<file path="src/rtl/sample_frame_controller.sv">
// Purpose : frame parser/sequencer ahead of the byte demux (sync hunt, length, payload forward, XOR check).
// Latency : every output is registered, one cycle after the rxValid byte (or the timeout cycle) that causes it.
// Backpressure: none; accepts one byte per cycle in every state, so rxValid may be asserted back-to-back.
//
// Ports:
//   clk          system clock
//   reset        asynchronous active-low reset
//   rxValid      one-cycle strobe, rxData holds a new byte
//   rxData       incoming byte
//   demuxEnable  one-cycle strobe forwarding demuxData to the demux
//   demuxData    payload byte, valid with demuxEnable
//   demuxReset   one-cycle pulse realigning the demux byte index
//   frameActive  high while in LENGTH/PAYLOAD/CHECK
//   frameDone    one-cycle pulse after the checksum byte is consumed
//   error        one-cycle pulse on bad checksum, zero length or timeout
module sample_frame_controller #(
  parameter int         blockSize     = 2,
  parameter logic [7:0] syncByte      = 8'hA5,
  parameter int         timeoutCycles = 4096
) (
  input  logic       clk,
  input  logic       reset,
  input  logic       rxValid,
  input  logic [7:0] rxData,
  output logic       demuxEnable,
  output logic [7:0] demuxData,
  output logic       demuxReset,
  output logic       frameActive,
  output logic       frameDone,
  output logic       error
);

  // Largest frame is 255 samples, so the payload counter can never wrap.
  localparam int cnt_w  = $clog2(255 * blockSize + 1);
  localparam int idle_w = $clog2(timeoutCycles);
  localparam logic [idle_w-1:0] idle_last = idle_w'(timeoutCycles - 1);

  typedef enum logic [1:0] {
    HUNT    = 2'd0,
    LENGTH  = 2'd1,
    PAYLOAD = 2'd2,
    CHECK   = 2'd3
  } state_t;

  state_t            state, state_nxt;
  logic [cnt_w-1:0]  byte_cnt, byte_cnt_nxt;
  logic [7:0]        checksum, checksum_nxt;
  logic [idle_w-1:0] idle_cnt, idle_cnt_nxt;

  logic       demux_en_nxt;
  logic [7:0] demux_dat_nxt;
  logic       demux_rst_nxt;
  logic       done_nxt;
  logic       error_nxt;
  logic       timeout;

  // A byte arriving in the expiry cycle takes priority: timeout requires !rxValid.
  assign timeout     = (state != HUNT) && !rxValid && (idle_cnt == idle_last);
  assign frameActive = (state != HUNT);

  always_ff @(posedge clk or negedge reset) begin
    if (!reset) begin
      state       <= HUNT;
      byte_cnt    <= '0;
      checksum    <= '0;
      idle_cnt    <= '0;
      demuxEnable <= 1'b0;
      demuxData   <= '0;
      demuxReset  <= 1'b0;
      frameDone   <= 1'b0;
      error       <= 1'b0;
    end else begin
      state       <= state_nxt;
      byte_cnt    <= byte_cnt_nxt;
      checksum    <= checksum_nxt;
      idle_cnt    <= idle_cnt_nxt;
      demuxEnable <= demux_en_nxt;
      demuxData   <= demux_dat_nxt;
      demuxReset  <= demux_rst_nxt;
      frameDone   <= done_nxt;
      error       <= error_nxt;
    end
  end

  always_comb begin
    state_nxt     = state;
    byte_cnt_nxt  = byte_cnt;
    checksum_nxt  = checksum;
    idle_cnt_nxt  = idle_cnt;
    demux_en_nxt  = 1'b0;
    demux_dat_nxt = demuxData;
    demux_rst_nxt = 1'b0;
    done_nxt      = 1'b0;
    error_nxt     = 1'b0;

    // Idle counter only runs inside a frame; any byte restarts it.
    if (state == HUNT || rxValid) begin
      idle_cnt_nxt = '0;
    end else begin
      idle_cnt_nxt = idle_cnt + 1'b1;
    end

    if (timeout) begin
      // Abort the partial frame and realign the demux for the next one.
      state_nxt     = HUNT;
      byte_cnt_nxt  = '0;
      checksum_nxt  = '0;
      idle_cnt_nxt  = '0;
      demux_rst_nxt = 1'b1;
      error_nxt     = 1'b1;
    end else if (rxValid) begin
      unique case (state)
        HUNT: begin
          if (rxData == syncByte) begin
            state_nxt     = LENGTH;
            demux_rst_nxt = 1'b1;
          end
        end
        LENGTH: begin
          // A sync value here is a legal length, never a resync.
          if (rxData == 8'h00) begin
            state_nxt = HUNT;
            error_nxt = 1'b1;
          end else begin
            state_nxt    = PAYLOAD;
            byte_cnt_nxt = cnt_w'(rxData) * cnt_w'(blockSize);
            checksum_nxt = '0;
          end
        end
        PAYLOAD: begin
          demux_en_nxt  = 1'b1;
          demux_dat_nxt = rxData;
          checksum_nxt  = checksum ^ rxData;
          byte_cnt_nxt  = byte_cnt - 1'b1;
          if (byte_cnt == cnt_w'(1)) begin
            state_nxt = CHECK;
          end
        end
        CHECK: begin
          // Samples already forwarded stand even if the checksum fails.
          state_nxt    = HUNT;
          done_nxt     = 1'b1;
          error_nxt    = (rxData != checksum);
          byte_cnt_nxt = '0;
          checksum_nxt = '0;
        end
        default: begin
          state_nxt = HUNT;
        end
      endcase
    end
  end

endmodule

</file>
<file path="config.mk">
export PLATFORM = sky130hd
export DESIGN_NAME = sample_frame_controller
export DESIGN_NICKNAME = d
export VERILOG_FILES = /design/src/rtl/sample_frame_controller.sv
export SDC_FILE = /design/constraint.sdc
export NUM_CORES = 1
export LEC_CHECK = 0
export CAP_MARGIN = 20
export CORE_MARGIN = 3
export CORE_UTILIZATION = 42
export DETAILED_ROUTE_END_ITERATION = 10
export PLACE_DENSITY = 0.73
export SYNTH_ARGS = -nofsm -noshare
export SYNTH_HDL_FRONTEND = slang
export SYNTH_SLANG_ARGS = --single-unit
</file>
<file path="constraint.sdc">
create_clock -name clk -period 2.11 [get_ports clk]
set_clock_uncertainty 0.1 [all_clocks]
set_input_delay 0.422 -clock clk [delete_from_list [all_inputs] [get_ports clk]]
set_output_delay 0.422 -clock clk [all_outputs]
set_load 0.01 [all_outputs]
</file>
## After elaboration in Yosys (flattened, before gate mapping)

Cells that the tools add are included.

- Flip-flop bits (word level): 43
- Latch bits: 0
- Memory bits (writable): 0
- Bits in read-only memories: 0
- Input port bits: 11
- Output and inout bits: 13
- Memories: 0

- Add/subtract/negate cells: 2
- $mul: 0
- Div/mod/pow operators: 0
- Order comparisons: 0
- Equality and inequality tests: 10
- Shift operators: 0
- Mux-type cells: 30
- Bitwise operators: 2
- Reductions and logical operators: 12

Operator list:

| kind | count |
|---|---|
| $mux W9 | 3 |
| $pmux W9 S3 | 1 |
| $mux W12 | 2 |
| $mux W8 | 3 |
| $pmux W8 S3 | 1 |
| $mux W1 | 13 |
| $add A12 B1 Y12 const B | 1 |
| $eq A12 B12 Y1 const B | 1 |
| $mux W2 | 5 |
| $eq A9 B1 Y1 const B | 1 |
| $reduce_and A3 Y1 | 3 |
| $sub A9 B1 Y9 const B | 1 |
| $eq A8 B8 Y1 const B | 1 |
| $logic_not A8 Y1 | 1 |
| $ne A8 B8 Y1 | 1 |
| $pmux W2 S4 | 1 |
| $xor A8 B8 Y8 | 1 |
| $ne A3 B3 Y1 const B | 2 |
| $eq A2 B2 Y1 const B | 2 |
| $reduce_bool A2 Y1 | 2 |
| $reduce_bool A4 Y1 | 1 |
| $ne A3 B2 Y1 const B | 1 |
| $eq A2 B1 Y1 const B | 1 |
| $logic_and A1 B1 Y1 | 2 |
| other kinds (5) | 5 |

## Logic depth before layout (Yosys ltp)

Gate-level depths: netlist (run 1).

- Word-level depth: 5
- Depth in mapped cells: 6
- Gate-level depth less buffers: 6

## Worst setup path before layout (run 1)

No wires, ideal clock.

- Path kind: register -> register
- Start: register byte_cnt[0]
- End: register byte_cnt[6]
- Library setup time: 148 ps
- Arrival time: 1557 ps
- Data required time: 1862 ps
- Slack: 304 ps
- Cell stages (with the launch flop): 6
- Buffers on the path: 0
- Period minus slack after synthesis: 1806 ps
- Path through: dfrtp_1 inv_1 ha_1 or3b_2 o311ai_0 o221ai_1

- Longest elaborated chain between the ends: 4

RTL lines:

| what | line | RTL |
|---|---|---|
| start: declaration | 46 | `logic [cnt_w-1:0] byte_cnt, byte_cnt_nxt;` |
| start signal: assignment | 74 | `byte_cnt <= byte_cnt_nxt;` |
| $sub A9 B1 Y9 | 134 | `byte_cnt_nxt = byte_cnt - 1'b1;` |
| $pmux W9 S3 | 112 | `unique case (state)` |
| $mux W9 | 111 | `end else if (rxValid) begin` |
| $mux W9 | 103 | `if (timeout) begin` |

No other way between the ends. The select of a mux whose other input is x is not followed.
A chain may end at the register's enable or synchronous reset.

## Worst setup path in the final report (run 1)

- Start: register state[0]
- End: output frameActive

- Longest elaborated chain between the ends: 1

RTL lines:

| what | line | RTL |
|---|---|---|
| start: declaration | 45 | `state_t state, state_nxt;` |
| start signal: assignment | 73 | `state <= state_nxt;` |
| $reduce_bool A2 Y1 | 59 | `assign frameActive = (state != HUNT);` |
| end: declaration | 28 | `output logic frameActive,` |

No other way between the ends.

==> impl.org, run 1 <==
** GRT
- The first global-routing pass estimated 9.54 mm of wire.
- Remaining global-route overflow :: 0
- The number of antenna violations at the first check in global routing is 0.
- Met3 Usage GRT :: 4.51%
- Global-route met2 utilization :: 31.6%
- Global-route layer with the greatest usage :: met2
- In the global route stage, overall resource usage came out at 19.4%.
- Number of global-route vias before repair :: 1971
- Met1 GRT Util :: 25.9%
- Pin count of the biggest net entering global routing :: 26

** Synthesis
- Share of the synthesized area in the top cell type :: 47.0%
- Share of synthesized flip-flops with an asynchronous set or reset :: 100%
- The synthesized design contains 43 register bits.
- The synthesized netlist contains 43 unique library cells.
- Synth Instances :: 244
- In this run the mean area of a mapped cell was 9.38 um2.
- In this run the cell area of the synthesized design comes to 2290 um2.
- Most used flip-flop cell after synthesis :: sky130_fd_sc_hd__dfrtp_1
- Proportion of synthesized chip area in sequential cells :: 47.0%
- Yosys mapped a number of flops with a built-in enable equal to 0.
- By area the synthesized netlist is led by sky130_fd_sc_hd__dfrtp_1 (47%), sky130_fd_sc_hd__nand2_1 (5.4%), sky130_fd_sc_hd__nor2_1 (4.9%), sky130_fd_sc_hd__xor2_1 (4.2%), sky130_fd_sc_hd__o41ai_1 (3.1%).
- Counting every net in the synthesized netlist gives 258.
- Yosys warning total :: 0
- Cell taking the most area after synthesis :: sky130_fd_sc_hd__dfrtp_1

** Outcome
- Result of the run :: finished, final reports clean

** Min path
- Class of the worst hold path :: register to register
- Worst hold start :: demuxData[5]

** Detailed routing
- Antenna viol nets, final :: 0
- DRC violation count after routing :: 0
- Total number of vias :: 1982
- The first TritonRoute pass finished after 4 iterations.
- Wire length reported by the detailed router :: 5.62 mm
- After the first detailed-routing iteration, the DRC count stood at 115.
- WL per Instance :: 15.5 um
- Via/cell ratio :: 5.48

** Pwr
- For this design the static power due to leakage is 0.00128 uW.
- Dividing total power by cell area gives a power density of 1130 nW/um2.
- VDD sags by at most 824 uV.

** Timing
- # setup viols final :: 0
- Part of the cycle the worst path needs :: 94.0%
- Final Slew Violations :: 0
- RSZ-0062 raised after global routing :: no
- For the pin with the worst max-slew slack, the measured transition is 494 ps.
- Worst max-slew margin expressed relative to the limit :: 66.7%
- Sum of negative setup slack :: 0 ps
- Derived from the worst setup path, the maximum achievable clock frequency is 0.504 GHz.
- The number of endpoints with negative hold slack in the final report is 0.
- Clock period minus final worst setup slack :: 1980 ps

** Final layout
- Cells with a size suffix above 1 make up 14.0% of the layout.
- Area Growth Syn to Fin :: 26.2%
- The finished cells cover 2890 um2.
- Number of diodes :: 0
- After filler insertion, the fill cell instance count of the layout stands at 502.
- Across the whole layout, storage elements account for 1080 um2.
- Summing all multi-input logic gate instances after layout gives 1120 um2.
- Nets@finish :: 306

** Die
- For this configuration, the core starts out at a cell density of 44.0%.
- The die is 79.8 um tall.
- Standard-cell row count :: 26
- I/O pin count :: 24
- The die covers 6370 um2.
- Core area :: 5200 um2
- Measured along the x axis, the die boundary spans 79.8 um.

** Critical path
- CP startpoint kind :: register
- The critical path is of the register to output port type.
- Kind of end point of the critical path :: output port
- Worst endpoint data arrival time :: 1460 ps
- Among all stages on the critical path, the largest delay is contributed by sky130_fd_sc_hd__clkdlybuf4s50_1.
- Traced cell by cell, the critical path runs through nor2_1, inv_1, clkdlybuf4s50_1.
- Slowest cell delay on critical path :: 480 ps
- Data required time of the critical path :: 1590 ps
- The most critical setup path has its startpoint at state[0].
- The startpoint identified for the worst register-to-register timing path is idle_cnt[0].
- Of all nets on the critical path, the largest fanout is 8.

** Clock network
- Htree depth :: 2
- TritonCTS built the clock tree.
- For the worst-skew pair, the clock arrives at the later sink with an insertion delay of 290 ps.
- Number of buffers on the longest clock path :: 2
- Number of buffers created by CTS :: 5
- Clock-pin slew was measured on the worst setup and hold paths at 80 ps.
- Post-CTS Setup Repair Bufs :: 0
- The clock net in this run drives a total of 43 sinks.
- Root Buffer :: sky130_fd_sc_hd__clkbuf_8

** Placed design
- The wire-length estimate of the detail-placed layout is 4.10 mm.
- Placed Instance Area :: 2790 um2
- Port Buffers :: 23
- Routability-driven placement finished with a final weighted congestion of 0.889.

** Flow run
- Max-cap violations in this run came to 0.
## final cells by class
class                      count  area share, %
multi-input combinational    180           38.9
clock inverter                 1          0.173
clock buffer                   6           2.86
inverter                      12           1.56
timing repair buffer          50           16.2
tap                           70           3.03
sequential                    43           37.3
## worst max-delay path: cells and delay by family (launching register included)
| family | cells | cell delay [ps] |
|---|---|---|
| buf+inv | 2 | 530 |
| flops | 1 | 470 |
| simple gates | 1 | 170 |
## placed cells by master, fill, tap and decap left out, types with 5 or more instances in the layout
master,n
sky130_fd_sc_hd__nor2_1,30
sky130_fd_sc_hd__clkbuf_8,6
sky130_fd_sc_hd__buf_4,23
sky130_fd_sc_hd__nand4_1,5
sky130_fd_sc_hd__clkdlybuf4s50_1,22
sky130_fd_sc_hd__dfrtp_1,42
sky130_fd_sc_hd__nand2_1,33
sky130_fd_sc_hd__nand2b_1,9
sky130_fd_sc_hd__and4_1,5
sky130_fd_sc_hd__o41ai_1,8
sky130_fd_sc_hd__nor3_1,6
sky130_fd_sc_hd__inv_1,12
sky130_fd_sc_hd__o21ai_1,9
sky130_fd_sc_hd__xor2_1,11
sky130_fd_sc_hd__xnor2_1,7
sky130_fd_sc_hd__a21oi_1,6
## report_power, final
group          switching (uW)  internal, uW
Combinational             747           678
Clock                     274           257
Sequential                243          1080
Total                    1260          2010
## logic make-up (layout without fill, tap and decap cells)
group	Yosys count	after routing	synth area share (%)
adder cells (fa/ha/maj)	3	3	1.64
AO/OA/AOI/OAI	49	49	16.0
buffers and inverters	21	69	3.93
AND/OR/NAND/NOR	110	110	24.5
flip-flops	43	43	47.0
XOR/XNOR	18	18	6.89
## final timing paths
path,cells past startpoint,slack [ps],end
setup / recovery,3,130,frameActive
hold / removal,2,380,demuxData[5]
setup reg to reg,6,170,checksum[4]
hold reg to reg,2,380,demuxData[5]
max in group asynchronous,3,900,byte_cnt[0]
min in group asynchronous,2,510,idle_cnt[10]
## synth_stat cells (all sizes together), types with 2 or more instances
library cell and number:
a32oi 2, a311oi 2, a221oi 2, inv 12, o31ai 2, a21oi 6, ha 3, nand2b 9
o21ai 11, dfrtp 43, a22oi 2, and2 3, o22ai 4, buf 5, nor4 6, nor2 30
o221ai 4, xnor2 7, o41ai 8, nor3 7, and3 3, xor2 11, nand2 33, clkbuf 4
and4 5, nand4 5, nand3 3
## what timing repair did
item / CTS / global route
gates resized for setup: 0 / 2
hold buffers: 1 / 0
endpoints found under the setup margin: 0 / 2
hold endpoints to repair: 18 / 0
## metrics by stage
| stage | power, uW | instances | hold WS, ps | utilization, % | setup WS (ps) |
|---|---|---|---|---|---|
| 2_1_floorplan | 2130 | 244 | 26.4 | - | 304 |
| 3_3_place_gp | 2720 | 354 | 308 | 53.6 | 5.01 |
| 3_5_place_dp | 2750 | 354 | 306 | 53.6 | -64.0 |
| 4_1_cts | 3290 | 362 | 382 | 55.5 | 57.1 |
| 5_1_grt | 3550 | 362 | 405 | 55.5 | 2.49 |
| 6_report | 3280 | 362 | 380 | 55.5 | 128 |
## flip-flops by register name, indices dropped and copies added, names as in the netlist
name and count:
idle_cnt 12, byte_cnt 9, checksum 8, demuxData 8, state 2, demuxEnable 1, demuxReset 1, error 1
frameDone 1
## routing by layer
metal  vias to the layer above  routed length [um]
met2                        47                2660
met5                         -                   0
met3                         7                 189
met4                         0                  78
met1                       956                2700
li1                        972                   -
Power figures use the tool's default switching activity.
==> run 2: changes to the inputs <==
SKIP_LAST_GASP = 1   (was unset)
==> results of run 2 <==
Same layout as run 1: the final DEF is identical, and so are final timing and power.
